[src/rtl/calc_pkg.sv]
// Shared definitions for the calculator operation sequencer.
//   state_t      : sequencer states
//   OP_*         : operator codes presented on i_op / o_op
//   DISP_*       : display select codes for o_disp_sel
//   LED_*        : status LED patterns for o_state_led
//   disp_of/led_of : decode of a state into its display/LED outputs
package calc_pkg;

  typedef enum logic [2:0] {
    S_A    = 3'd0,
    S_B    = 3'd1,
    S_EXEC = 3'd2,
    S_RES  = 3'd3,
    S_ERR  = 3'd4
  } state_t;

  localparam logic [1:0] OP_ADD = 2'b00;
  localparam logic [1:0] OP_SUB = 2'b01;
  localparam logic [1:0] OP_MUL = 2'b10;
  localparam logic [1:0] OP_DIV = 2'b11;

  localparam logic [1:0] DISP_A    = 2'b00;
  localparam logic [1:0] DISP_B    = 2'b01;
  localparam logic [1:0] DISP_BUSY = 2'b10;
  localparam logic [1:0] DISP_RES  = 2'b11;

  localparam logic [3:0] LED_A    = 4'b0001;
  localparam logic [3:0] LED_B    = 4'b0010;
  localparam logic [3:0] LED_EXEC = 4'b0100;
  localparam logic [3:0] LED_RES  = 4'b1000;
  localparam logic [3:0] LED_ERR  = 4'b1111;

  function automatic logic [1:0] disp_of(state_t s);
    case (s)
      S_B:     return DISP_B;
      S_EXEC:  return DISP_BUSY;
      S_RES:   return DISP_RES;
      S_ERR:   return DISP_RES;
      default: return DISP_A;
    endcase
  endfunction

  function automatic logic [3:0] led_of(state_t s);
    case (s)
      S_B:     return LED_B;
      S_EXEC:  return LED_EXEC;
      S_RES:   return LED_RES;
      S_ERR:   return LED_ERR;
      default: return LED_A;
    endcase
  endfunction

endpackage

[src/rtl/calc_timeout_counter.sv]
// Cycle counter guarding the wait for the arithmetic unit.
//   i_clk, i_rst_n : clock, async active-low reset
//   i_clr          : synchronous clear to 0 (wins over i_en)
//   i_en           : count up by one per cycle
//   o_expired      : count has reached TIMEOUT_CYC-1
module calc_timeout_counter #(
  parameter int TIMEOUT_CYC = 1024
) (
  input  logic i_clk,
  input  logic i_rst_n,
  input  logic i_clr,
  input  logic i_en,
  output logic o_expired
);

  localparam int CW = (TIMEOUT_CYC > 2) ? $clog2(TIMEOUT_CYC) : 1;
  localparam logic [CW-1:0] LAST = CW'(TIMEOUT_CYC - 1);

  logic [CW-1:0] cnt;

  always_ff @(posedge i_clk or negedge i_rst_n) begin
    if (!i_rst_n)      cnt <= '0;
    else if (i_clr)    cnt <= '0;
    // Hold at the terminal value; the sequencer leaves EXEC on expiry anyway.
    else if (i_en && cnt != LAST) cnt <= cnt + 1'b1;
  end

  assign o_expired = (cnt == LAST);

endmodule

[src/rtl/calc_op_sequencer.sv]
// Calculator operation sequencer: gathers operand A and B from switch entry,
// launches the arithmetic unit with a start/done handshake, captures the
// result or an error and drives display select and status LEDs.
//   i_clk, i_rst_n               : clock, async active-low reset
//   i_enter, i_clear             : 1-cycle button pulses
//   i_value, i_value_sign, i_op  : operand entry and operator
//   i_res, i_res_sign, i_done, i_err : arithmetic unit return path
//   o_start                      : 1-cycle launch pulse
//   o_s1*, o_s2*, o_op           : registered operands and operator
//   o_res, o_res_sign            : captured result
//   o_disp_sel, o_state_led, o_err, o_busy : status, decoded from next state
//
// state  | meaning
// S_A    | waiting for operand A entry
// S_B    | waiting for operand B and operator entry
// S_EXEC | arithmetic unit running, waiting for done or timeout
// S_RES  | result valid on display; enter chains it in as operand A
// S_ERR  | divide by zero, unit error or timeout; enter returns to S_A
module calc_op_sequencer
  import calc_pkg::*;
#(
  parameter int DATA_W      = 40,
  parameter int TIMEOUT_CYC = 1024
) (
  input  logic              i_clk,
  input  logic              i_rst_n,
  input  logic              i_enter,
  input  logic              i_clear,
  input  logic [DATA_W-1:0] i_value,
  input  logic              i_value_sign,
  input  logic [1:0]        i_op,
  input  logic [DATA_W-1:0] i_res,
  input  logic              i_res_sign,
  input  logic              i_done,
  input  logic              i_err,
  output logic              o_start,
  output logic [DATA_W-1:0] o_s1,
  output logic              o_s1_sign,
  output logic [DATA_W-1:0] o_s2,
  output logic              o_s2_sign,
  output logic [1:0]        o_op,
  output logic [DATA_W-1:0] o_res,
  output logic              o_res_sign,
  output logic [1:0]        o_disp_sel,
  output logic [3:0]        o_state_led,
  output logic              o_err,
  output logic              o_busy
);

  state_t state, state_nxt;
  logic   expired;
  logic   load_a, load_b, chain, cap_res, clr_data, launch;

  calc_timeout_counter #(.TIMEOUT_CYC(TIMEOUT_CYC)) u_timeout (
    .i_clk    (i_clk),
    .i_rst_n  (i_rst_n),
    .i_clr    (i_clear || state != S_EXEC),
    .i_en     (state == S_EXEC),
    .o_expired(expired)
  );

  always_comb begin
    state_nxt = state;
    load_a    = 1'b0;
    load_b    = 1'b0;
    chain     = 1'b0;
    cap_res   = 1'b0;
    clr_data  = 1'b0;
    launch    = 1'b0;
    if (i_clear) begin
      state_nxt = S_A;
      clr_data  = 1'b1;
    end else begin
      case (state)
        S_A: if (i_enter) begin
          load_a    = 1'b1;
          state_nxt = S_B;
        end
        S_B: if (i_enter) begin
          load_b = 1'b1;
          if (i_op == OP_DIV && i_value == '0) begin
            state_nxt = S_ERR;
          end else begin
            state_nxt = S_EXEC;
            launch    = 1'b1;
          end
        end
        S_EXEC: begin
          // A done arriving on the expiry cycle still counts.
          if (i_done) begin
            if (i_err) begin
              state_nxt = S_ERR;
            end else begin
              cap_res   = 1'b1;
              state_nxt = S_RES;
            end
          end else if (expired) begin
            state_nxt = S_ERR;
          end
        end
        S_RES: if (i_enter) begin
          chain     = 1'b1;
          state_nxt = S_B;
        end
        S_ERR: if (i_enter) begin
          clr_data  = 1'b1;
          state_nxt = S_A;
        end
        default: state_nxt = S_A;
      endcase
    end
  end

  always_ff @(posedge i_clk or negedge i_rst_n) begin
    if (!i_rst_n) begin
      state       <= S_A;
      o_start     <= 1'b0;
      o_s1        <= '0;
      o_s1_sign   <= 1'b0;
      o_s2        <= '0;
      o_s2_sign   <= 1'b0;
      o_op        <= OP_ADD;
      o_res       <= '0;
      o_res_sign  <= 1'b0;
      o_disp_sel  <= DISP_A;
      o_state_led <= LED_A;
      o_err       <= 1'b0;
      o_busy      <= 1'b0;
    end else begin
      state       <= state_nxt;
      o_start     <= launch;
      o_disp_sel  <= disp_of(state_nxt);
      o_state_led <= led_of(state_nxt);
      o_err       <= (state_nxt == S_ERR);
      o_busy      <= (state_nxt == S_EXEC);
      if (clr_data) begin
        o_s1       <= '0;
        o_s1_sign  <= 1'b0;
        o_s2       <= '0;
        o_s2_sign  <= 1'b0;
        o_op       <= OP_ADD;
        o_res      <= '0;
        o_res_sign <= 1'b0;
      end else begin
        if (load_a) begin
          o_s1      <= i_value;
          o_s1_sign <= i_value_sign;
        end
        if (chain) begin
          o_s1      <= o_res;
          o_s1_sign <= o_res_sign;
        end
        if (load_b) begin
          o_s2      <= i_value;
          o_s2_sign <= i_value_sign;
          o_op      <= i_op;
        end
        if (cap_res) begin
          o_res      <= i_res;
          o_res_sign <= i_res_sign;
        end
      end
    end
  end

endmodule
[config.mk]
export PLATFORM = sky130hd
export DESIGN_NAME = calc_op_sequencer
export DESIGN_NICKNAME = d
export VERILOG_FILES = /design/src/rtl/calc_pkg.sv /design/src/rtl/calc_timeout_counter.sv /design/src/rtl/calc_op_sequencer.sv
export SDC_FILE = /design/constraint.sdc
export NUM_CORES = 1
export LEC_CHECK = 0
export BUFFER_PORTS_ARGS = -buffer_cell sky130_fd_sc_hd__buf_4
export CAP_MARGIN = 20
export CORE_AREA = 4 4 126 128
export DETAILED_ROUTE_END_ITERATION = 7
export DIE_AREA = 0 0 130 132
export PLACE_DENSITY = 0.81
export SYNTH_ARGS = -nofsm -noshare
export SYNTH_HDL_FRONTEND = slang
export SYNTH_HIERARCHICAL = 1
export SYNTH_SLANG_ARGS = --single-unit
[constraint.sdc]
create_clock -name i_clk -period 1.75 [get_ports i_clk]
set_input_delay 0.35 -clock i_clk [delete_from_list [all_inputs] [get_ports i_clk]]
set_output_delay 0.35 -clock i_clk [all_outputs]
set_load 0.05 [all_outputs]
* Word level (Yosys, flattened, before mapping) *
Index checks and enable logic that the tools add are counted.

word-level totals
  output and inout bits = 134
  logic and storage cells = 84
  bits of input ports = 90
  flip-flop bits (word level) = 147

operators by class
  reductions and logical operators = 11
  equality and inequality tests = 12
  muxes and demuxes = 46
  add/sub/neg operators = 1

operators with widths
  kind                                                                      count
  40-bit two-way mux                                                        7
  40-bit zero test                                                          1
  1-bit two-way mux                                                         24
  3-bit two-way mux                                                         8
  10-bit two-way mux                                                        2
  4-bit case mux with 4 select lines                                        1
  3-bit by 2-bit equality test with 1-bit output (second input constant)    4
  3-bit case mux with 4 select lines                                        1
  10-bit by 1-bit adder with 10-bit output (second input constant)          1
  10-bit equality test (second input constant)                              1
  10-bit inequality test (second input constant)                            1
  3-bit by 1-bit equality test with 1-bit output (second input constant)    2
  3-bit equality test (second input constant)                               2
  2-bit case mux with 3 select lines                                        1
  2-bit nonzero test                                                        3
  2-bit two-way mux                                                         2
  2-bit OR reduction                                                        2
  3-bit zero test                                                           1
  3-bit by 2-bit inequality test with 1-bit output (second input constant)  1
  3-bit nonzero test                                                        1
  2-bit equality test (second input constant)                               1
  1-bit logical AND                                                         2
  1-bit logical OR                                                          1

* Logic depth before layout (Yosys ltp) *
Gate-level depths: netlist (run 1).

  word-level depth = 9
  depth in mapped cells = 8
  mapped depth without buffers = 8

* Cells and area by module *
Netlist (run 1), hierarchy kept.

modules (own cells, without submodules)
  module                times used  area an instance (um^2)  cells each  seq. area each (um^2)
  calc_op_sequencer     1           6,145.9                  616         3,429.5
  calc_timeout_counter  1           540.5                    57          250.2

* Least setup slack after synthesis (run 1) *
Ideal clock, no wire load.

  path type = register to register
  start = register u_timeout.cnt[0]
  end = register o_state_led[3]
  setup slack = -0.144 ns
  period minus slack after synthesis = 1.894 ns
  buffers on the path = 0
  required time = 1.686 ns
  setup time = 0.064 ns
  cell stages (with the launch flop) = 9
  data arrival time = 1.830 ns
  cells stage by stage = dfrtp_1 -> ha_1 -> nand3_1 -> nor3_1 -> nor2_1 -> or3_1 -> a21oi_1 -> o21ai_1 -> a21bo_1

between the ends
  cells in the longest elaborated chain, start to end = 7
  elaborated cells on any way between the ends = 10
  those cells by class = 5 x eq/ne; 5 x mux

RTL lines
  item                                         line                        source
  from (decl)                                  calc_timeout_counter.sv:19  logic [CW-1:0] cnt;
  from (signal assigned)                       calc_timeout_counter.sv:25  else if (i_en && cnt != LAST) cnt <= cnt + 1'b1;
  10-bit equality test (*)                     calc_timeout_counter.sv:28  assign o_expired = (cnt == LAST);
  named net expired                            calc_op_sequencer.sv:51     logic expired;
  3-bit two-way mux (*)                        calc_op_sequencer.sv:97     end else if (expired) begin
  3-bit two-way mux (*)                        calc_op_sequencer.sv:90     if (i_done) begin
  3-bit case mux with 4 select lines (*)       calc_op_sequencer.sv:74     case (state)
  3-bit two-way mux (*)                        calc_op_sequencer.sv:70     if (i_clear) begin
  3-bit equality test (tied with other cells)  calc_pkg.sv:44              case (s)
  4-bit case mux with 4 select lines (*)       calc_pkg.sv:44
  to (signal assigned)                         calc_op_sequencer.sv:133    o_state_led <= led_of(state_nxt);
  to (decl)                                    calc_op_sequencer.sv:45     output logic [3:0] o_state_led,

Mark *: on every way through the listed nets, which the timed path passes. The rest lies on a longest branch.
A chain may end at the register's enable or synchronous reset.

* Worst setup path in the final report (run 1) *
  start = register u_timeout.cnt[8]
  end = register o_state_led[3]

The elaborated chain is that of the path after synthesis.

==> summary.md, run 1 <==
| Metric | Value |
|---|---|
| Total wirelength of the detailed-routed design | approximately 20 mm |
| Total half-perimeter wirelength after legalization and detailed placement | 14.3 mm |
| Sink count of the clock tree | roughly 150 |
| Non-filler cells, final | 1,124 |
| Number of nets at the end of the flow | slightly above 1,000 |
| PortBufs | around 220 |
| Initial antenna violation count | 0 |
| Fin crit share | 0.972 |
| Fraction of final layout cells sized beyond drive strength 1 | 0.396 |
| Register area share after synthesis | 0.550 |
| Worst Tran Pin Value | slightly below 0.5 ns |
| Top-level I/O count | 224 |
| Residual antenna-violating net count after detailed routing | 0 |
| Synthesized netlist cell count | about 670 |
| Seq cells post-synth | 147 |
| Vias post-DR | 5,876 |
| CORE AREA | 14,900 µm² |
| CTS max path bufs | 2 |
| Critical Path Source Type | flip-flop |
| Number of failing hold endpoints at the final stage | 0 |
| Final-report max-slew violation count | 0 |
| Maxcap violations | 0 |
| Buffer type at the clock tree root | clkbuf_16 |
| Data arrival time at the worst-slack endpoint | 2.06 ns |
| Routed length per instance | approximately 18 µm |
| Post-synth top cells | nand2_1 (180), dfrtp_1 (146), a21oi_1 (91), nor2_1 (51), mux2i_1 (43) |
| Synthesis warning total | 6 |
| Layout overhead on the synthesized area | 44.8% |
| GRT Residual Overflow | 0 |
| Post-route standard cell area excluding fillers | 9680 µm² |
| Final Core Density | 0.651 |
| Summed negative setup slack over all endpoints | 0 ns |
| Number of library cell types mapped by synthesis | 46 |
| Number of global-route vias before repair | 6,046 |
| Setup repair after global routing missed its margin | yes |
| Crit Path Class | flip-flop to flip-flop |
| Max Freq | 0.588 GHz |
| GPL Wtd Cong | 0.858 |
| Run status | finished, final reports clean |
| Net count after synthesis | roughly 760 |
| Post-Route Skew | 0.00905 ns |
| Most repeated cell in the gate-level netlist after synthesis | nand2_1 |
| Post-detailed-route via-to-cell ratio | 5.23 |
| Maximum vdd drop | between 500 and 600 µV |
| TritonCTS clock tree | yes |
| Cells taking the most area after synthesis | dfrtp_1 (55%), nand2_1 (10%), a211oi_2 (6.9%), a21oi_1 (6.8%), mux2i_1 (6.4%) |
| Chip Height | 132 µm |
| Die Span X | between 100 and 150 µm |
| Leakage power figure | 4.41 nW |
| Crit. End Element | flip-flop |
| Synth top area share | 0.546 |
| Required time of the worst setup path | approximately 2.1 ns |
| Post-synth EDFFs | 0 |
| Total standard cell area after synthesis | 6690 µm² |
| CTS Buf Count | 17 |
| Slew Limit Headroom | 0.671 |
| DRC violation count after routing | 0 |
| Total iterations of the first detailed-routing run | 5 |
| Clk pin slew, worst setup/hold paths | 0.06 ns |
| Path type of the worst min-delay path | input port to flip-flop |
| Cell area after placement | about 8900 µm² |
| Synth Area per Inst | approximately 10 µm² |
| Power Dens Cells | 987 nW/µm² |
| Row cnt | 45 |
| Detailed Route Iter0 Violations | 321 |
| Clock latency on the worst-skew pair | 0.42 ns |
| Maximum fanout along the worst path | 7 |
| Largest net degree at the start of global routing | 57 |
| Final number of setup-violating endpoints | 0 |
| Most used DFF post-synth | dfrtp_1 |
| First-pass GRT wire length | 31.2 mm |
| Starting density of the core | 0.450 |
| Cell count after placement | 1,088 |
| Top cell type by total area after synthesis | dfrtp_1 |
| FILL cells | 1,163 |
| Final Critical Period | 1.70 ns |
| Number of H-tree levels | 4 |
| Share of flip-flops with an asynchronous set or reset | 1.00 |
| Tot GR Track Use | 0.232 |
| Die area | 17,200 µm² |
| Antenna cells | 0 |
==> where the power goes <==
group          internal [mW]  switching, mW  total [mW]
registers               3.60          0.121        3.72
logic                  0.732           1.42        2.15
clock network           2.27           1.41        3.68
==> final timing paths <==
path	from	endpoint	slack, ns	cells past startpoint
min	i_res[32]	o_res[32]	0.17	3
max in group asynchronous	i_rst_n	o_state_led[0]	0.78	3
min reg2reg	o_s2[15]	o_s2[15]	0.52	2
min in group asynchronous	i_rst_n	o_s2[33]	0.37	2
max	u_timeout/cnt[8]	o_state_led[3]	0.05	7
max reg2reg	u_timeout/cnt[8]	o_state_led[3]	0.05	7
==> registers in the layout, summed over array words and instances (netlist names), 2 cells and up <==
name	flops
u_timeout/cnt	10
o_s1	40
o_res	40
o_state_led	4
o_op	2
o_s2	40
state	3
o_disp_sel	2
==> cell type report <==
| cell class | instances | area [µm²] | share of cell area |
|---|---|---|---|
| clock buffers | 19 | 443 | 0.0458 |
| multi-input cells | 474 | 2890 | 0.299 |
| inverters | 6 | 22.5 | 0.00233 |
| clock inverters | 13 | 160 | 0.0165 |
| flip-flops and latches | 147 | 3680 | 0.380 |
| well taps | 188 | 235 | 0.0243 |
| repair buffers | 277 | 2240 | 0.232 |
==> routing by layer <==
layer | vias up | track usage | part of all wire
li1 | 2808 | - | -
met1 | 2808 | 0.288 | 0.41
met2 | 222 | 0.387 | 0.49
met3 | 38 | 0.0547 | 0.070
met4 | 0 | 0.0947 | 0.027
met5 | - | 0 | 0
==> critical path, cell delays in order, from the launching register on <==
cell     delay (ns)
dfrtp_1        0.39
nand4_1        0.16
nor3_2         0.22
nor2_2         0.06
or3_4          0.38
a21oi_4        0.15
o21ai_4        0.09
a21bo_1        0.18
==> timing repair <==
item | in CTS | in global routing
pin swaps | 1 | 4
cloned | 0 | 0
gates resized for setup | 4 | 14
hold endpoints to repair | 25 | 0
setup buffers | 2 | 1
hold buffers | 1 | 0
setup endpoints to repair | 8 | 11
==> layout by cell type (no fill, tap or decap), types with 8 or more instances in the layout <==
| master | n |
|---|---|
| nand2_1 | 179 |
| a21oi_1 | 90 |
| mux2i_1 | 43 |
| buf_12 | 12 |
| buf_4 | 261 |
| dfrtp_1 | 145 |
| nor2_1 | 50 |
| a211oi_2 | 38 |
| nor4_1 | 8 |
| clkbuf_16 | 17 |
==> per-stage QoR <==
| stage | worst slack, ns | total power [mW] | hold WS, ns |
|---|---|---|---|
| global placement | -0.502 | 5.87 | 0.242 |
| floorplan | 0.00106 | 5.03 | 0.0544 |
| finish | 0.0497 | 9.55 | 0.171 |
| global route | -0.0690 | 9.93 | 0.157 |
| detailed placement | -0.498 | 5.90 | 0.237 |
| CTS | 0.0128 | 9.63 | 0.154 |
==> cells by family (layout without fill, tap and decap cells) <==
| logic type | after synthesis | after routing | synth area share |
|---|---|---|---|
| fa+ha+maj | 1 | 1 | 0.00187 |
| simple gates | 278 | 278 | 0.180 |
| buf+inv | 52 | 315 | 0.0378 |
| compound gates | 149 | 149 | 0.162 |
| mux | 43 | 43 | 0.0644 |
| flops | 147 | 147 | 0.550 |
| xor+xnor | 3 | 3 | 0.00393 |
Note: power is estimated with default switching activity, not from simulation.
==> inputs of run 2 (changes only) <==
--- a/config.mk
+++ b/config.mk
@@ -11,6 +11,7 @@
 export DETAILED_ROUTE_END_ITERATION = 7
 export DIE_AREA = 0 0 130 132
 export PLACE_DENSITY = 0.81
+export RECOVER_POWER = 25
 export SYNTH_ARGS = -nofsm -noshare
 export SYNTH_HDL_FRONTEND = slang
 export SYNTH_HIERARCHICAL = 1
==> run 2 against run 1 <==
Net effect: sequential power barely moved; critical endpoint unchanged; critical path type unchanged; maximum frequency fell by 0.20%; first-iteration DRC count rose by 14%; sequential share of layout area rose by 0.10 points; design area fell by 0.27%; clock power barely moved; worst hold slack got worse by 0.0014 ns.
==> summary.md, run 2 (synthesis gave the netlist of run 1 again) <==
| Metric | Value |
|---|---|
| Run status | finished, final reports clean (unchanged) |
| Vias post-DR | 5,884 (was 5,876) |
| Reg-to-reg startpoint | u_timeout/cnt[8] (unchanged) |
| Top-level I/O count | 224 (unchanged) |
| Max Freq | 0.587 GHz (was 0.588 GHz) |
| Setup repair after global routing missed its margin | yes (unchanged) |
| Buffer type at the clock tree root | clkbuf_16 (unchanged) |
| Total wirelength of the detailed-routed design | 19.8 mm (about the same) |
| Slew Limit Headroom | 0.538 (was 0.671) |
| Number of failing hold endpoints at the final stage | 0 (unchanged) |
| Chip Height | 132 µm (unchanged) |
| Maximum vdd drop | 590 µV (about the same) |
| Maxcap violations | 0 (unchanged) |
| Reg-to-reg endpoint | o_state_led[3] (unchanged) |
| Worst-path cell chain | nand4_1 > nor3_2 > nor2_2 > or3_4 > a21oi_4 > o21ai_4 > a21bo_1 (unchanged) |
| Non-filler cells, final | 1,124 (unchanged) |
| Data arrival time at the worst-slack endpoint | 2.06 ns (about the same) |
| Tot GR Track Use | 0.232 (unchanged) |
| Power Dens Cells | 989 nW/µm² (was 987 nW/µm²) |
| Cell count after placement | 1,088 (unchanged) |
| Required time of the worst setup path | 2.11 ns (about the same) |
| Clock latency on the worst-skew pair | 0.42 ns (about the same) |
| Row cnt | 45 (unchanged) |
| Number of nets at the end of the flow | 1,014 (unchanged) |
| Largest net degree at the start of global routing | 57 (unchanged) |
| CTS Buf Count | 17 (unchanged) |
| Fin crit share | 0.974 (was 0.972) |
| Wire length on met1 | 8.11 mm (was 8.09 mm) |
| First-pass GRT wire length | 31.2 mm (unchanged) |
| Total iterations of the first detailed-routing run | 5 (unchanged) |
| Total half-perimeter wirelength after legalization and detailed placement | 14.3 mm (unchanged) |
| Maximum fanout along the worst path | 7 (unchanged) |
| First element of the critical path | u_timeout/cnt[8] (unchanged) |
| Final-report max-slew violation count | 0 (unchanged) |
| Detailed Route Iter0 Violations | 365 (was 321) |
| Cells on worst reg2reg path | 7 (unchanged) |
| Met2 Wirelength | 9.77 mm (about the same) |
| Highest layer used for signal routing | met4 (unchanged) |
| Largest registers ranked by flip-flop count | o_res: 40 flops, o_s1: 40 flops, o_s2: 40 flops (unchanged) |
| Sink count of the clock tree | 147 (unchanged) |
| GRT Residual Overflow | 0 (unchanged) |
| Critical-path top delay cell | dfrtp_1 (unchanged) |
| DRC violation count after routing | 0 (unchanged) |
| CORE AREA | 14,900 µm² (unchanged) |
| Crit Path Class | flip-flop to flip-flop (unchanged) |
| Routed length per instance | 17.6 µm (about the same) |
| Clk pin slew, worst setup/hold paths | 0.06 ns (about the same) |
| Final number of setup-violating endpoints | 0 (unchanged) |
| Number of global-route vias before repair | 6,046 (unchanged) |
| Die Span X | 130 µm (unchanged) |
| Crit. End Element | flip-flop (unchanged) |
| GPL Wtd Cong | 0.858 (unchanged) |
| Path type of the worst min-delay path | input port to flip-flop (unchanged) |
| Starting density of the core | 0.450 (unchanged) |
| Layout overhead on the synthesized area | 44.4% (was 44.8%) |
| Last element of the critical path | o_state_led[3] (unchanged) |
| PortBufs | 223 (unchanged) |
| Final Critical Period | 1.70 ns (about the same) |
| Critical Path Source Type | flip-flop (unchanged) |
| Leakage power figure | 4.40 nW (was 4.41 nW) |
| TritonCTS clock tree | yes (unchanged) |
| Most frequent cells in the layout | buf_4 (260), nand2_1 (179), dfrtp_1 (145), a21oi_1 (90), nor2_1 (50) (was buf_4 (261), nand2_1 (179), dfrtp_1 (145), a21oi_1 (90), nor2_1 (50)) |
| Residual antenna-violating net count after detailed routing | 0 (unchanged) |
| Fraction of final layout cells sized beyond drive strength 1 | 0.396 (unchanged) |
| Post-detailed-route via-to-cell ratio | 5.23 (about the same) |
| CTS max path bufs | 2 (unchanged) |
| Antenna cells | 0 (unchanged) |
| Slack of the worst reg-to-reg path | 0.05 ns (about the same) |
| Most common library cell in the layout ignoring fill and taps | buf_4 (unchanged) |
| Initial antenna violation count | 0 (unchanged) |
| Stage delay of the slowest cell on the critical path | 0.39 ns (about the same) |
| Die area | 17,200 µm² (unchanged) |
| Number of H-tree levels | 4 (unchanged) |
| Worst Tran Pin Value | 0.693 ns (was 0.488 ns) |
| Post-Route Skew | 0.0105 ns (was 0.00905 ns) |
| Amount of wire on met3 after detailed routing | 1.34 mm (was 1.37 mm) |
| FILL cells | 1,172 (was 1,163) |
| Post-route worst hold slack | 0.170 ns (was 0.171 ns) |
run 2: cell types whose count changed in the layout (fill, tap and decap cells not counted):
cell      before  now
buf_6          3    4
buf_12        12   10
buf_4        261  260
clkbuf_2       0    2
run 2: layout make-up:
| class | count | area [µm²] | area share |
|---|---|---|---|
| Sequential cell | 147 | 3680 | 0.381 |
| Timing Repair Buffer | 277 | 2220 | 0.230 |
| Clock buffer | 19 | 443 | 0.0459 |
| Multi-Input combinational cell | 474 | 2890 | 0.300 |
| Tap cell | 188 | 235 | 0.0244 |
| Clock inverter | 13 | 160 | 0.0166 |
| Inverter | 6 | 22.5 | 0.00233 |
run 2: power by group:
| part | internal, mW | total (mW) | switching (mW) |
|---|---|---|---|
| sequential | 3.60 | 3.72 | 0.121 |
| clock | 2.27 | 3.68 | 1.41 |
| combinational | 0.725 | 2.14 | 1.42 |
run 2: stage by stage:
stage / TNS [ns] / power [mW] / setup slack (ns) / utilization / instance area (µm²)
detailed placement: -4.33 / 5.90 / -0.498 / 0.601 / 8930
global route: -0.196 / 9.92 / -0.0690 / 0.649 / 9650
floorplan: 0 / 5.03 / 0.00106 / - / 6710
CTS: 0 / 9.63 / 0.0128 / 0.645 / 9590
finish: 0 / 9.54 / 0.0463 / 0.649 / 9650
global placement: -4.37 / 5.87 / -0.502 / 0.601 / 8930
run 2: repair_timing:
| item | in CTS | in global routing |
|---|---|---|
| pin swaps | 1 | 4 |
| hold buffers | 1 | 0 |
| setup endpoints to repair | 8 | 11 |
| setup buffers | 2 | 1 |
| hold endpoints to repair | 25 | 0 |
| resized for setup | 4 | 14 |
run 2: worst min-delay path by stage:
stage              start         to  slack, ns  depth (start not counted)
6_report       i_res[32]  o_res[32]       0.17                          3
5_1_grt        i_res[34]  o_res[34]       0.16                          3
4_1_cts         i_res[7]   o_res[7]       0.15                          3
3_5_place_dp     i_rst_n   o_s2[37]       0.24                          1
3_3_place_gp     i_rst_n   o_s2[35]       0.24                          1
2_1_floorplan    i_rst_n     o_busy       0.05                          0
run 2: worst max-delay path: cells and delay by family (launching register included):
| family | cells | cell delay, ns |
|---|---|---|
| simple gates | 4 | 0.83 |
| compound gates | 3 | 0.42 |
| flops | 1 | 0.39 |
run 2: metal layers:
layer  vias to the layer above  track usage
met1                      2818        0.288
met5                         -            0
met3                        40       0.0547
li1                       2806            -
met4                         0       0.0947
met2                       220        0.387
